===== config.mk =====
export PLATFORM = sky130hd
export DESIGN_NAME = pwm_capture
export DESIGN_NICKNAME = d
export VERILOG_FILES = /design/src/rtl/pwmcap_pkg.sv /design/src/rtl/pwmcap_sync.sv /design/src/rtl/pwm_capture.sv
export SDC_FILE = /design/constraint.sdc
export NUM_CORES = 1
export LEC_CHECK = 0
export ABC_AREA = 1
export CAP_MARGIN = 0
export CORE_MARGIN = 3
export CORE_UTILIZATION = 45
export DETAILED_ROUTE_END_ITERATION = 10
export PLACE_DENSITY_LB_ADDON = 0.05
export SYNTH_ARGS = -nofsm -noshare
export SYNTH_HDL_FRONTEND = slang
export SYNTH_HIERARCHICAL = 1
export SYNTH_SLANG_ARGS = --single-unit

===== constraint.sdc =====
create_clock -name clk -period 4.4 [get_ports clk]
set_clock_uncertainty 0.1 [all_clocks]
set_input_delay 0.44 -clock clk [delete_from_list [all_inputs] [get_ports clk]]
set_output_delay 0.44 -clock clk [all_outputs]
set_load 0.02 [all_outputs]

===== src/rtl/pwmcap_pkg.sv =====
// Shared types and helpers for the PWM capture path.
// Period derivation and duty saturation live here so the top stays parameter-clean.
package pwmcap_pkg;

  typedef enum logic {
    HUNT  = 1'b0,
    TRACK = 1'b1
  } state_t;

  function automatic int unsigned period_of(input int unsigned cnt_w);
    return 32'd1 << cnt_w;
  endfunction

  // A full-high period measures 2^cnt_w, one beyond the sample range.
  function automatic logic [31:0] sat_duty(input logic [31:0] cnt, input int unsigned cnt_w);
    logic [31:0] max_v;
    max_v = (32'd1 << cnt_w) - 32'd1;
    return (cnt > max_v) ? max_v : cnt;
  endfunction

endpackage


===== src/rtl/pwmcap_sync.sv =====
// Two-flop synchroniser for the asynchronous PWM pin plus rising-edge detect.
// Latency: pwm_s_o two cycles after the pin; rise_o combinational on pwm_s_o. No backpressure.
module pwmcap_sync (
  input  logic clk,
  input  logic rstn,
  input  logic pwm_i,
  output logic pwm_s_o,
  output logic rise_o
);

  logic r_meta;
  logic r_sync;
  logic r_dly;

  always_ff @(posedge clk) begin
    if (!rstn) begin
      r_meta <= 1'b0;
      r_sync <= 1'b0;
      r_dly  <= 1'b0;
    end else begin
      r_meta <= pwm_i;
      r_sync <= r_meta;
      r_dly  <= r_sync;
    end
  end

  assign pwm_s_o = r_sync;
  assign rise_o  = r_sync & ~r_dly;

endmodule


===== src/rtl/pwm_capture.sv =====
// Recovers duty samples from a fixed-period PWM stream; PWMCAP_AVG_EN selects a 4-tap moving average.
// Latency: pin rise to sample_valid_o in 3 cycles (4 with averaging). Backpressure: none upstream;
// an unconsumed sample is overwritten and flagged on overrun_o.
module pwm_capture
  import pwmcap_pkg::*;
#(
  parameter int unsigned CNT_W    = 11,
  parameter int unsigned TOL      = 4,
  parameter int unsigned LOCK_CNT = 4
) (
  input  logic             clk,
  input  logic             rstn,
  input  logic             pwm_i,
  output logic [CNT_W-1:0] sample_o,
  output logic             sample_valid_o,
  input  logic             sample_ready_i,
  output logic             locked_o,
  output logic             period_err_o,
  output logic             overrun_o
);

  localparam int unsigned PW     = CNT_W + 2;
  localparam int unsigned HW     = CNT_W + 1;
  localparam int unsigned GW     = $clog2(LOCK_CNT + 1);
  localparam int unsigned PERIOD = period_of(CNT_W);
  localparam logic [PW-1:0]    P_MIN = PW'(PERIOD - TOL);
  localparam logic [PW-1:0]    P_MAX = PW'(PERIOD + TOL);
  localparam logic [CNT_W-1:0] D_MAX = '1;

  logic             w_pwm_s;
  logic             w_rise;
  logic             w_timeout;
  logic             w_per_ok;
  logic [PW-1:0]    r_per;
  logic [HW-1:0]    r_high;
  state_t           r_state;
  state_t           w_state_nxt;
  logic [GW-1:0]    r_good;
  logic [GW-1:0]    w_good_nxt;
  logic             w_emit;
  logic             w_bad;
  logic             w_lock_nxt;
  logic [CNT_W-1:0] w_duty;

  logic             w_o_emit;
  logic             w_o_bad;
  logic             w_o_lock;
  logic [CNT_W-1:0] w_o_sample;

  logic [CNT_W-1:0] r_sample;
  logic             r_valid;
  logic             r_locked;
  logic             r_err;
  logic             r_ovr;

  pwmcap_sync u_sync (
    .clk     (clk),
    .rstn    (rstn),
    .pwm_i   (pwm_i),
    .pwm_s_o (w_pwm_s),
    .rise_o  (w_rise)
  );

  // The timeout reload keeps r_per from ever passing P_MAX.
  assign w_timeout = !w_rise && (r_per >= P_MAX);
  assign w_per_ok  = (r_per >= P_MIN) && (r_per <= P_MAX);
  assign w_duty    = w_rise ? CNT_W'(sat_duty(32'(r_high), CNT_W))
                            : (w_pwm_s ? D_MAX : '0);

  always_ff @(posedge clk) begin
    if (!rstn) begin
      r_per  <= '0;
      r_high <= '0;
    end else if (w_rise) begin
      r_per  <= PW'(1);
      r_high <= HW'(1);
    end else if (w_timeout) begin
      r_per  <= PW'(1);
      r_high <= HW'(w_pwm_s);
    end else begin
      r_per  <= r_per + 1'b1;
      r_high <= r_high + HW'(w_pwm_s);
    end
  end

  always_ff @(posedge clk) begin
    if (!rstn) begin
      r_state <= HUNT;
      r_good  <= '0;
    end else begin
      r_state <= w_state_nxt;
      r_good  <= w_good_nxt;
    end
  end

  always_comb begin
    w_state_nxt = r_state;
    w_good_nxt  = r_good;
    w_emit      = 1'b0;
    w_bad       = 1'b0;
    case (r_state)
      HUNT: begin
        if (w_rise || w_timeout) w_state_nxt = TRACK;
      end
      TRACK: begin
        if (w_rise && !w_per_ok) begin
          w_bad      = 1'b1;
          w_good_nxt = '0;
        end else if (w_rise || w_timeout) begin
          w_emit = 1'b1;
          if (r_good < GW'(LOCK_CNT)) w_good_nxt = r_good + 1'b1;
        end
      end
      default: w_state_nxt = HUNT;
    endcase
  end

  assign w_lock_nxt = (w_good_nxt >= GW'(LOCK_CNT));

`ifdef PWMCAP_AVG_EN
  logic [CNT_W-1:0] r_hist [4];
  logic             r_p_emit;
  logic             r_p_bad;
  logic             r_p_lock;
  logic [CNT_W+1:0] w_sum;

  // History updates on the event cycle; the average is registered one cycle later.
  always_ff @(posedge clk) begin
    if (!rstn) begin
      for (int i = 0; i < 4; i++) r_hist[i] <= '0;
      r_p_emit <= 1'b0;
      r_p_bad  <= 1'b0;
      r_p_lock <= 1'b0;
    end else begin
      r_p_emit <= w_emit;
      r_p_bad  <= w_bad;
      r_p_lock <= w_lock_nxt;
      if (w_bad) begin
        for (int i = 0; i < 4; i++) r_hist[i] <= '0;
      end else if (w_emit) begin
        r_hist[0] <= w_duty;
        for (int i = 1; i < 4; i++) r_hist[i] <= r_hist[i-1];
      end
    end
  end

  assign w_sum      = {2'b00, r_hist[0]} + {2'b00, r_hist[1]}
                    + {2'b00, r_hist[2]} + {2'b00, r_hist[3]};
  assign w_o_emit   = r_p_emit;
  assign w_o_bad    = r_p_bad;
  assign w_o_lock   = r_p_lock;
  assign w_o_sample = w_sum[CNT_W+1:2];
`else
  assign w_o_emit   = w_emit;
  assign w_o_bad    = w_bad;
  assign w_o_lock   = w_lock_nxt;
  assign w_o_sample = w_duty;
`endif

  always_ff @(posedge clk) begin
    if (!rstn) begin
      r_sample <= '0;
      r_valid  <= 1'b0;
      r_locked <= 1'b0;
      r_err    <= 1'b0;
      r_ovr    <= 1'b0;
    end else begin
      r_err    <= w_o_bad;
      r_locked <= w_o_lock;
      if (w_o_emit) begin
        r_sample <= w_o_sample;
        r_valid  <= 1'b1;
        if (r_valid && !sample_ready_i) r_ovr <= 1'b1;
      end else if (r_valid && sample_ready_i) begin
        r_valid <= 1'b0;
      end
    end
  end

  assign sample_o       = r_sample;
  assign sample_valid_o = r_valid;
  assign locked_o       = r_locked;
  assign period_err_o   = r_err;
  assign overrun_o      = r_ovr;

endmodule

==> summary.txt <==
status: complete, no violations
Arr. time, crit path: 2.16 ns
total gr overflow: 0
class of the worst hold path: register to register
DIE HEIGHT: 77.5 um
Slew headroom: 55.6%
top cell type's share of synthesized area: 40.1%
cts bufs inserted: 5
required time of the critical path: 4.46 ns
number of global-route vias before repair: 1,743
postcts setup bufs: 0
Num Clock Sinks: 46
Hold Buf Count CTS: 0
Total Neg Setup Slack: 0 ns
Reg clk slew, reported paths: 0.09 ns
largest net degree at the start of global routing: 23
met1 GRT Util: 17.4%
wire length per cell: 10.3 um
VDD IR max: 0.000179 V
DP HPWL: 2.93 mm
final net count: 330
Worst-Skew Late Latency: 0.30 ns
Slew Viols, Final: 0
fmax: 0.476 GHz
# IOs: 19
Root Buffer: clkbuf_8
vias: 1,793
WL final: 4.01 mm
grt peak-use layer: met2
Inst Count DP: 381
CTS tree: yes
Startpoint Class: register
Post-CTS Resized: 0
fin crit period: 2.10 ns
worst-margin pin slew: 0.663 ns
layout cell share with drive strength beyond 1: 13.0%
Via-to-Cell Ratio: 4.61
antenna viol nets, final: 0
Biggest register: r_per
Die Width: 77.5 um
initial core utilization: 47.7%
RSZ-0062 raised after global routing: no
max FFs per register: 13
Netlist Area Pre-Place: 2300 um^2
register area share after synthesis: 40.1%
Core Area: 4820 um^2
DRT iter0 DRCs: 62
max-cap viol count: 0
die area: 6000 um^2
gpl congestion: 0.840
CTS Buffer Depth: 2
Syn Nets: 313
initial antenna violation count: 0
GRT Total Usage: 14.7%
Max FO, Critical Path: 22
Finished Layout Cells: 389
unique cell type count in the Yosys netlist: 31
pwr dens: 322 nW/um^2
CP Class: register to register
Setup-failing EPs final: 0
leading area contributor after synthesis: dfxtp_1
detailed-router iteration count before antenna repair: 4
number of diodes: 0
port buffer count: 18
global routing usage on met3: 4.18%
Final period util: 47.7%
htree depth: 2
area delta synth->final: 12.0%
largest cells by area after synthesis: dfxtp_1 (40%), nor2_1 (10%), nand2_1 (8.0%)
Synth Instances: 304
Worst setup EP type: register
post-synthesis register bit count: 46
final hold vios: 0
syn_area_per_cell: 7.56 um^2
Site Rows: 25
# DRC: 0
first-pass GRT wire length: 7.18 mm
met2 usage: 25.1%
Yosys warning count: 6
Static Leakage: 0.00104 uW
routing by layer:
layer	routed length (um)	share of wire [%]	vias to the layer above
li1	-	-	978
met1	2040	51	796
met2	1820	45	15
met3	104	2.6	4
met4	44	1.1	0
met5	0	0	-
per-stage QoR:
stage               setup WS, ns  power [uW]  hold slack [ns]  area [um^2]  utilization [%]
finish                      2.30         828            0.312         2570             53.4
global placement            2.14         526            0.299         2470             51.2
global route                2.13         869            0.352         2570             53.4
floorplan                   2.83         509            0.286         2300                -
CTS                         2.31         840            0.313         2570             53.4
detailed placement          2.13         527            0.300         2470             51.2
cells by family after synthesis:
logic type                 Yosys count  share of synthesized area [%]
adders and majority gates            5                           2.72
other                                1                          0.163
DFF                                 46                           40.1
AOI/OAI and AO/OA                   25                           6.59
buffers and inverters               49                           10.9
xor gates and xnor gates            10                           3.81
and+or+nand+nor                    168                           35.7
where the power goes:
| group | switching, uW | leakage (uW) | internal [uW] |
|---|---|---|---|
| registers | 7.32 | 0.000374 | 428 |
| logic | 49.8 | 0.000611 | 31.0 |
| clock network | 142 | 0.0000524 | 170 |
worst max-delay path, stage by stage, from the launching register on:
cell	delay, ns
dfxtp_1	0.41
inv_1	0.07
nor2_2	0.43
inv_1	0.26
nand3_2	0.18
inv_2	0.07
nand2_2	0.36
a21oi_1	0.08
cell type report:
cell class | instances | area [um^2]
timing repair buffer | 18 | 180
inverter | 41 | 156
clock inverter | 1 | 30.0
multi-input combinational | 209 | 1130
tap | 67 | 83.8
sequential | 46 | 921
clock buffer | 7 | 76.3
fill | 512 | 2240
synth_stat cells:
master,number
nand3_2,12
xnor2_1,2
nand2_2,6
nand2_1,49
buf_2,2
buf_6,2
dlygate4sd1_1,1
nor3_2,3
nor3b_1,1
nor4_1,1
o21ai_4,1
nand2_4,3
dfxtp_1,46
nor2_1,64
a21oi_2,1
inv_4,1
a21oi_4,1
nor2_2,5
or2_2,1
inv_2,2
a21oi_1,17
xor2_1,8
clkbuf_8,1
conb_1,1
inv_1,38
ha_1,5
nand4_1,7
nor3_1,7
nand3_1,9
buf_12,2
o21ai_0,5
cells in the final DEF, fill, tap and decap left out, drive strengths merged:
cell type,n
xnor2,2
nand2,58
o21ai,6
a21oi,19
or2,1
nor3b,1
clkdlybuf4s50,18
nand4,7
xor2,8
nor4,1
nand3,21
nor3,10
dfxtp,46
ha,5
inv,41
bufinv,1
conb,1
clkbuf,7
nor2,69
final timing paths:
check                                                from                   endpoint  cells past startpoint  slack [ns]
worst min-delay path             u_sync/r_meta$_SDFF_PN0_  u_sync/pwm_s_o$_SDFF_PN0_                      2        0.31
worst min register to register   u_sync/r_meta$_SDFF_PN0_  u_sync/pwm_s_o$_SDFF_PN0_                      2        0.31
worst max register to register  u_sync/pwm_s_o$_SDFF_PN0_       r_per[10]$_SDFF_PP0_                      7        2.30
worst max-delay path            u_sync/pwm_s_o$_SDFF_PN0_       r_per[10]$_SDFF_PP0_                      7        2.30
Power figures use the tool's default switching activity.
